[src/rtl/otbn_bignum_mul_seq.sv]
// Sequencer that drives otbn_mac_bignum through the 16-step MULQACC schedule
// to form the full 512-bit product of two 256-bit operands.
package otbn_bignum_mul_seq_pkg;
    parameter int WLEN = 256;

    typedef struct packed {
        logic [WLEN-1:0] operand_a;
        logic [WLEN-1:0] operand_b;
        logic [1:0]      operand_a_qw_sel;
        logic [1:0]      operand_b_qw_sel;
        logic            wr_hw_sel_upper;
        logic [1:0]      pre_acc_shift_imm;
        logic            zero_acc;
        logic            shift_acc;
    } mac_bignum_operation_t;
endpackage

module otbn_bignum_mul_seq
    import otbn_bignum_mul_seq_pkg::*;
#(
    parameter logic WipeOnAbort = 1'b1,
    parameter logic WipeOnDone  = 1'b1
) (
    input  logic                  clk_i,
    input  logic                  rst_ni,
    input  logic                  start_i,
    input  logic [WLEN-1:0]       operand_a_i,
    input  logic [WLEN-1:0]       operand_b_i,
    input  logic                  stall_i,
    input  logic                  abort_i,
    output logic                  ready_o,
    output logic                  busy_o,
    output mac_bignum_operation_t mac_operation_o,
    output logic                  mac_en_o,
    input  logic [WLEN-1:0]       mac_operation_result_i,
    output logic                  done_o,
    output logic [2*WLEN-1:0]     result_o
);
    localparam int HWLEN = WLEN / 2;

    localparam logic [1:0] StIdle = 2'd0;
    localparam logic [1:0] StRun  = 2'd1;
    localparam logic [1:0] StDone = 2'd2;

    logic [1:0]        state_q;
    logic [3:0]        step_q;
    logic [WLEN-1:0]   op_a_q, op_b_q;
    logic [2*WLEN-1:0] result_q;
    logic              accept;

    logic [1:0] aqw, bqw, shift, slot;
    logic       zacc, so, upper;

    assign ready_o  = (state_q == StIdle);
    assign busy_o   = (state_q != StIdle);
    assign accept   = start_i & ready_o & ~abort_i;
    assign mac_en_o = (state_q == StRun) & ~stall_i & ~abort_i;
    assign done_o   = (state_q == StDone) & ~abort_i;
    assign result_o = result_q;

    // Only the low half of each SO step's sum leaves the MAC; the rest stays in ACC.
    logic unused_result_hi;
    assign unused_result_hi = ^mac_operation_result_i[WLEN-1:HWLEN];

    // Schedule: quarter-word selects, pre-shift, and which result half-word an SO step fills.
    always_comb begin
        {aqw, bqw, shift, zacc, so, upper, slot} = '0;
        case (step_q)
            4'd0:  {aqw, bqw, shift, zacc} = {2'd0, 2'd0, 2'd0, 1'b1};
            4'd1:  {aqw, bqw, shift} = {2'd1, 2'd0, 2'd1};
            4'd2:  {aqw, bqw, shift, so, upper, slot} = {2'd0, 2'd1, 2'd1, 1'b1, 1'b0, 2'd0};
            4'd3:  {aqw, bqw, shift} = {2'd2, 2'd0, 2'd0};
            4'd4:  {aqw, bqw, shift} = {2'd1, 2'd1, 2'd0};
            4'd5:  {aqw, bqw, shift} = {2'd0, 2'd2, 2'd0};
            4'd6:  {aqw, bqw, shift} = {2'd3, 2'd0, 2'd1};
            4'd7:  {aqw, bqw, shift} = {2'd2, 2'd1, 2'd1};
            4'd8:  {aqw, bqw, shift} = {2'd1, 2'd2, 2'd1};
            4'd9:  {aqw, bqw, shift, so, upper, slot} = {2'd0, 2'd3, 2'd1, 1'b1, 1'b1, 2'd1};
            4'd10: {aqw, bqw, shift} = {2'd3, 2'd1, 2'd0};
            4'd11: {aqw, bqw, shift} = {2'd2, 2'd2, 2'd0};
            4'd12: {aqw, bqw, shift} = {2'd1, 2'd3, 2'd0};
            4'd13: {aqw, bqw, shift} = {2'd3, 2'd2, 2'd1};
            4'd14: {aqw, bqw, shift, so, upper, slot} = {2'd2, 2'd3, 2'd1, 1'b1, 1'b0, 2'd2};
            4'd15: {aqw, bqw, shift, so, upper, slot} = {2'd3, 2'd3, 2'd0, 1'b1, 1'b1, 2'd3};
            default: ;
        endcase
    end

    always_comb begin
        mac_operation_o = '0;
        if (state_q == StRun) begin
            mac_operation_o.operand_a         = op_a_q;
            mac_operation_o.operand_b         = op_b_q;
            mac_operation_o.operand_a_qw_sel  = aqw;
            mac_operation_o.operand_b_qw_sel  = bqw;
            mac_operation_o.wr_hw_sel_upper   = upper;
            mac_operation_o.pre_acc_shift_imm = shift;
            mac_operation_o.zero_acc          = zacc;
            mac_operation_o.shift_acc         = so;
        end
    end

    always_ff @(posedge clk_i or negedge rst_ni) begin
        if (!rst_ni) begin
            state_q  <= StIdle;
            step_q   <= '0;
            op_a_q   <= '0;
            op_b_q   <= '0;
            result_q <= '0;
        end else if (abort_i && state_q != StIdle) begin
            state_q <= StIdle;
            step_q  <= '0;
            if (WipeOnAbort) begin
                op_a_q   <= '0;
                op_b_q   <= '0;
                result_q <= '0;
            end
        end else begin
            case (state_q)
                StIdle: if (accept) begin
                    state_q  <= StRun;
                    step_q   <= '0;
                    op_a_q   <= operand_a_i;
                    op_b_q   <= operand_b_i;
                    result_q <= '0;
                end
                StRun: if (mac_en_o) begin
                    step_q <= step_q + 4'd1;
                    if (so) begin
                        case (slot)
                            2'd0:    result_q[1*HWLEN-1:0*HWLEN] <= mac_operation_result_i[HWLEN-1:0];
                            2'd1:    result_q[2*HWLEN-1:1*HWLEN] <= mac_operation_result_i[HWLEN-1:0];
                            2'd2:    result_q[3*HWLEN-1:2*HWLEN] <= mac_operation_result_i[HWLEN-1:0];
                            default: result_q[4*HWLEN-1:3*HWLEN] <= mac_operation_result_i[HWLEN-1:0];
                        endcase
                    end
                    if (step_q == 4'd15) begin
                        state_q <= StDone;
                        if (WipeOnDone) begin
                            op_a_q <= '0;
                            op_b_q <= '0;
                        end
                    end
                end
                default: state_q <= StIdle;
            endcase
        end
    end

    // Cycles since the most recent accept, saturating; only feeds the done-latency check.
    logic [4:0] acc_age_q;
    always_ff @(posedge clk_i or negedge rst_ni) begin
        if (!rst_ni)                  acc_age_q <= '0;
        else if (accept)              acc_age_q <= 5'd1;
        else if (acc_age_q != 5'd31)  acc_age_q <= acc_age_q + 5'd1;
    end

    a_en_in_run: assert property (@(posedge clk_i) disable iff (!rst_ni)
        mac_en_o |-> (state_q == StRun));
    a_done_late: assert property (@(posedge clk_i) disable iff (!rst_ni)
        done_o |-> (acc_age_q >= 5'd16));
    a_step_known: assert property (@(posedge clk_i) disable iff (!rst_ni)
        mac_en_o |-> !$isunknown(step_q));
endmodule

[config.mk]
export PLATFORM = sky130hd
export DESIGN_NAME = otbn_bignum_mul_seq
export DESIGN_NICKNAME = d
export VERILOG_FILES = /design/src/rtl/otbn_bignum_mul_seq.sv
export SDC_FILE = /design/constraint.sdc
export NUM_CORES = 2
export LEC_CHECK = 0
export ABC_AREA = 1
export BUFFER_PORTS_ARGS = -buffer_cell sky130_fd_sc_hd__buf_2
export CAP_MARGIN = 20
export CORE_AREA = 3 3 707 709
export DETAILED_ROUTE_END_ITERATION = 10
export DIE_AREA = 0 0 710 712
export PLACE_DENSITY = 0.3
export SETUP_SLACK_MARGIN = 0.4
export SYNTH_ARGS = -nofsm -noshare
export SYNTH_HDL_FRONTEND = slang
export SYNTH_SLANG_ARGS = --single-unit
[constraint.sdc]
create_clock -name clk_i -period 4.3 [get_ports clk_i]
set_input_delay 0 -clock clk_i [delete_from_list [all_inputs] [get_ports clk_i]]
set_output_delay 0 -clock clk_i [all_outputs]
set_load 0.03 [all_outputs]
# Word level (Yosys, flattened, before mapping)
# Index checks and enable logic that the tools add are counted.
# op_classes
n_addsub	1
n_mux	34
reduce_logical	26
bitwise	7
eq_ne	27
# ops
operator	count
2-to-1 mux 512 bit	4
2-to-1 mux 256 bit	6
one-hot mux 256 bit (2 select lines)	2
one-hot mux 512 bit (2 select lines)	1
2-to-1 mux 521 bit	1
2-to-1 mux 128 bit	4
OR reduction 4 bit	9
== test 4 bit, second input constant	8
AND reduction 5 bit	4
== test 4 x 3 -> 1 bit, second input constant	4
one-hot mux 2 bit (4 select lines)	2
OR reduction 8 bit	2
inequality test 3 x 1 -> 1 bit, second input constant	5
2-to-1 mux 4 bit	3
inequality test 3 x 2 -> 1 bit, second input constant	3
== test 4 x 2 -> 1 bit, second input constant	2
2-to-1 mux 2 bit	4
one-hot mux 2 bit (2 select lines)	2
one-hot mux 4 bit (2 select lines)	1
one-hot mux 2 bit (3 select lines)	1
AND reduction 3 bit	2
bitwise AND 1 bit	5
adder 4 x 1 -> 4 bit, second input constant	1
== test 2 x 1 -> 1 bit, second input constant	2
12 further kinds	17
# totals
reg_bits	1030
elab_cells	103
input_bits	773
out_inout_bits	1037

# Logic depth before layout (Yosys ltp)
# depth
depth_word	9
ltp_mapped	11

# Least setup slack after synthesis
# OpenSTA, ideal clock, no wires.
# synth_timing
kind	register to register
from	reg state_q[1]
to	reg result_q[265] (netlist: result_o[265])
arrival_ps	1751
setup_time_ps	118
t_required_ps	4182
setup_slack_ps	2431
stages_incl_launch_ff	10
cell_sequence	dfrtp_1 nor2_2 nand2_1 nand3_2 nand2_2 buf_4 buf_2 buf_2 nand3_1 nand2_1
# synth_via
elab_chain_cells	5
word_cells_on_any_way	16
cone_classes	eq/ne: 5; mux: 2; bitwise: 4; reduce/logical: 5
# synth_rtl
item	line_no	rtl
start, declared	45	logic [1:0] state_q;
start signal, assigned	105	state_q <= StIdle;
start signal, assigned	111	state_q <= StIdle;
start signal, assigned	121	state_q <= StRun;
zero test 2 bit *	54	assign ready_o = (state_q == StIdle);
named net ready_o	31	output logic ready_o,
bitwise AND 1 bit (2 in a row)	56	assign accept = start_i & ready_o & ~abort_i;
inequality test 3 x 1 -> 1 bit (no line)	-	
AND reduction 5 bit (no line)	-	
end signal, assigned by index	131	2'd0: result_q[1*HWLEN-1:0*HWLEN] <= mac_operation_result_i[HWLEN-1:0];
end signal, assigned by index	132	2'd1: result_q[2*HWLEN-1:1*HWLEN] <= mac_operation_result_i[HWLEN-1:0];
end signal, assigned by index	133	2'd2: result_q[3*HWLEN-1:2*HWLEN] <= mac_operation_result_i[HWLEN-1:0];
end, declared	48	logic [2*WLEN-1:0] result_q;
# The timed path passes the listed nets; every way through them passes the cells marked *.
# A chain may end at the register's enable or synchronous reset.

==> flow_metrics.env <==
export IMPL_status="finished clean"
export IMPL_yosysWarnings=0
export IMPL_cts_htree_levels=4
export IMPL_grt_max_degree=155
export IMPL_cts_tree="yes"
export IMPL_gp_congestion=0.859
export IMPL_slew_headroom=0.270
export IMPL_clock_latency_ps=870
export IMPL_grt_first_pass_wirelength_um=487000
export IMPL_netlist_area_mm2=0.0481
export IMPL_synth_nets=7446
export IMPL_path_buf_inv=4
export IMPL_syn_inst=6669
export IMPL_std_cell_rows=258
export IMPL_worst_pin_slew_ps=1090
export IMPL_clock_fmax_ghz=0.263
export IMPL_cts_made_buffers=155
export IMPL_antenna_found_initial=156
export IMPL_setup_worst_path_end_class="output port"
export IMPL_drt_iter0_drc=2857
export IMPL_power_leakage_uw=0.0435
export IMPL_grt_setup_unrepaired="true"
export IMPL_post_cts_buffers=0
export IMPL_mostFrequentLayoutCells="nand2_1, buf_2, nor2_1"
export IMPL_overflow=0
export IMPL_required_ps=4300
export IMPL_netlist_cell_type_count=23
export IMPL_dieWidth_um=710
export IMPL_synth_seq_cells=1030
export IMPL_route_detailed_drc=0
export IMPL_cts_root_buf="clkbuf_16"
export IMPL_drt_wl_total_um=369000
export IMPL_wl_met2_um=178000
export IMPL_worst_setup_path_type="flop to output port"
export IMPL_seq_area_frac_synth=0.536
export IMPL_crit_family="buffers and inverters"
export IMPL_cp_start_kind="flop"
export IMPL_ios=1810
export IMPL_dpl_worst_slack_ps=1130
export IMPL_start_util=0.0974
export IMPL_max_stage_delay_ps=770
export IMPL_grtUsageTotal=0.141
export IMPL_drv_slew=0
export IMPL_hold_viol=0
export IMPL_cp_max_fo=154
export IMPL_highest_signal_layer="met5"
export IMPL_worstPathCellList="inv_2 -> nand2_4 -> buf_12 -> buf_16 -> nor2_1 -> buf_2"
export IMPL_clk_path_buf_depth=4
export IMPL_crit_arrival_ps=3800
export IMPL_powerDensity_mw_per_mm2=496
export IMPL_wl_per_cell_um=23.3
export IMPL_finClkSkew_ps=50.3
export IMPL_cap_violations=0
export IMPL_layout_commonest_cell="nand2_1"
export IMPL_postRouteAntennaNets=0
export IMPL_critPathSlowestCell="nor2_1"
export IMPL_core_mm2=0.494
export IMPL_area_delta_synth_final_pct=64.2
export IMPL_dp_hpwl_um=288000
export IMPL_fin_crit_sh=0.884
export IMPL_period_minus_slack_ps=3800
export IMPL_timing_setup_tns_ps=0
export IMPL_route_met3_wl_um=31800
export IMPL_min_delay_path_class="input port to asynchronous set/reset pin"
export IMPL_syn_avg_cell_area_um2=7.21
export IMPL_fp_dieArea_mm2=0.506
export IMPL_avgViaCountPerCell=3.27
export IMPL_drive_above_1_share=0.222
export IMPL_wl_met1_um=145000
export IMPL_first_global_vias=53000
export IMPL_peakVddDrop_v=0.000272
export IMPL_first_pass_iters=5
export IMPL_path_clk_slew_ps=60
export IMPL_setup_viol=0
export IMPL_die_h_um=712
export IMPL_port_buffers=1680
export IMPL_nets=9948
export IMPL_vias=51800
export IMPL_worst_slack_ps=497
export IMPL_cts_num_sinks=1030
[where the power goes]
group          internal (µW)  switching [µW]  total, µW  leakage (µW)
combinational           3340            9970      13300        0.0273
sequential             11500            1050      12600        0.0138
clock                   7740            5520      13300       0.00245
[stage by stage]
stage          total power (µW)   util  hold slack (ps)  cells  instance area, µm²
6_report                  39100  0.160             72.3  15900               78900
5_1_grt                   41600  0.160             37.8  15800               78800
4_1_cts                   40400  0.160            0.504  15800               78800
3_3_place_gp              25800  0.130             33.2  14600               64200
2_1_floorplan             19500      -             -296   6669               48100
3_5_place_dp              25700  0.130             34.4  14600               64300
[layout make-up]
| type | instances | area (µm²) |
|---|---|---|
| fillers | 57100 | 415000 |
| well taps | 6500 | 8130 |
| clock inverters | 44 | 591 |
| repair buffers | 2743 | 19300 |
| flip-flops and latches | 1030 | 25800 |
| clock buffers | 221 | 4440 |
| multi-input cells | 4195 | 16600 |
| diodes | 72 | 180 |
| inverters | 1046 | 3940 |
[state kept, by name (all words and copies together) (netlist names)]
signal / count
step_q: 4
op_a_q: 256
result_o: 512
op_b_q: 256
state_q: 2
[cells in the mapped netlist]
| cell type | n | share of area |
|---|---|---|
| a21oi_1 | 5 | 0.00052 |
| a31oi_1 | 1 | 0.00013 |
| and2_1 | 1 | 0.00013 |
| buf_1 | 28 | 0.0022 |
| buf_2 | 124 | 0.013 |
| buf_4 | 19 | 0.0030 |
| buf_6 | 23 | 0.0054 |
| clkbuf_1 | 204 | 0.016 |
| conb_1 | 1 | 0.000078 |
| dfrtp_1 | 1030 | 0.54 |
| ha_1 | 4 | 0.0010 |
| inv_1 | 1043 | 0.081 |
| inv_2 | 3 | 0.00023 |
| nand2_1 | 2590 | 0.20 |
| nand2_2 | 3 | 0.00039 |
| nand2_4 | 1 | 0.00023 |
| nand3_1 | 524 | 0.055 |
| nand3_2 | 2 | 0.00042 |
| nand4_1 | 1 | 0.00013 |
| nor2_1 | 1050 | 0.082 |
| nor2_2 | 2 | 0.00026 |
| nor3_1 | 4 | 0.00042 |
| o21ai_0 | 6 | 0.00062 |
[worst paths after layout]
path                                           start                   endpoint  slack, ps  cells past startpoint
setup / recovery              state_q[1]$_DFFE_PN0P_       mac_operation_o[297]        500                      6
hold / removal                                rst_ni  result_o[215]$_DFFE_PN0P_         70                      3
setup reg to reg              state_q[1]$_DFFE_PN0P_    op_a_q[198]$_DFFE_PN0P_       1220                      8
hold reg to reg            result_o[330]$_DFFE_PN0P_  result_o[330]$_DFFE_PN0P_        460                      2
max in group asynchronous                     rst_ni  result_o[263]$_DFFE_PN0P_       3450                      3
min in group clk_i                   operand_b_i[56]     op_b_q[56]$_DFFE_PN0P_        100                      6
[cells by family after synthesis]
family,synth area share
AOI/OAI and AO/OA,0.00127
other,0.0000780
DFF,0.536
buffers and inverters,0.121
adders and majority gates,0.00104
and+or+nand+nor,0.341
[worst min-delay path, stage by stage]
cell	delay, ps
dlygate4sd3_1	570
buf_12	340
buf_12	400
[layer usage]
metal,vias to the layer above,global-route usage
li1,24500,-
met1,25000,0.162
met3,477,0.0490
met4,36,0.0435
met2,1770,0.243
met5,-,0
[timing repair]
item,CTS,global route
gates resized for setup,0,3
hold endpoints to repair,2060,0
setup endpoints to repair,0,5
hold buffers,939,0
Power figures use the tool's default switching activity.
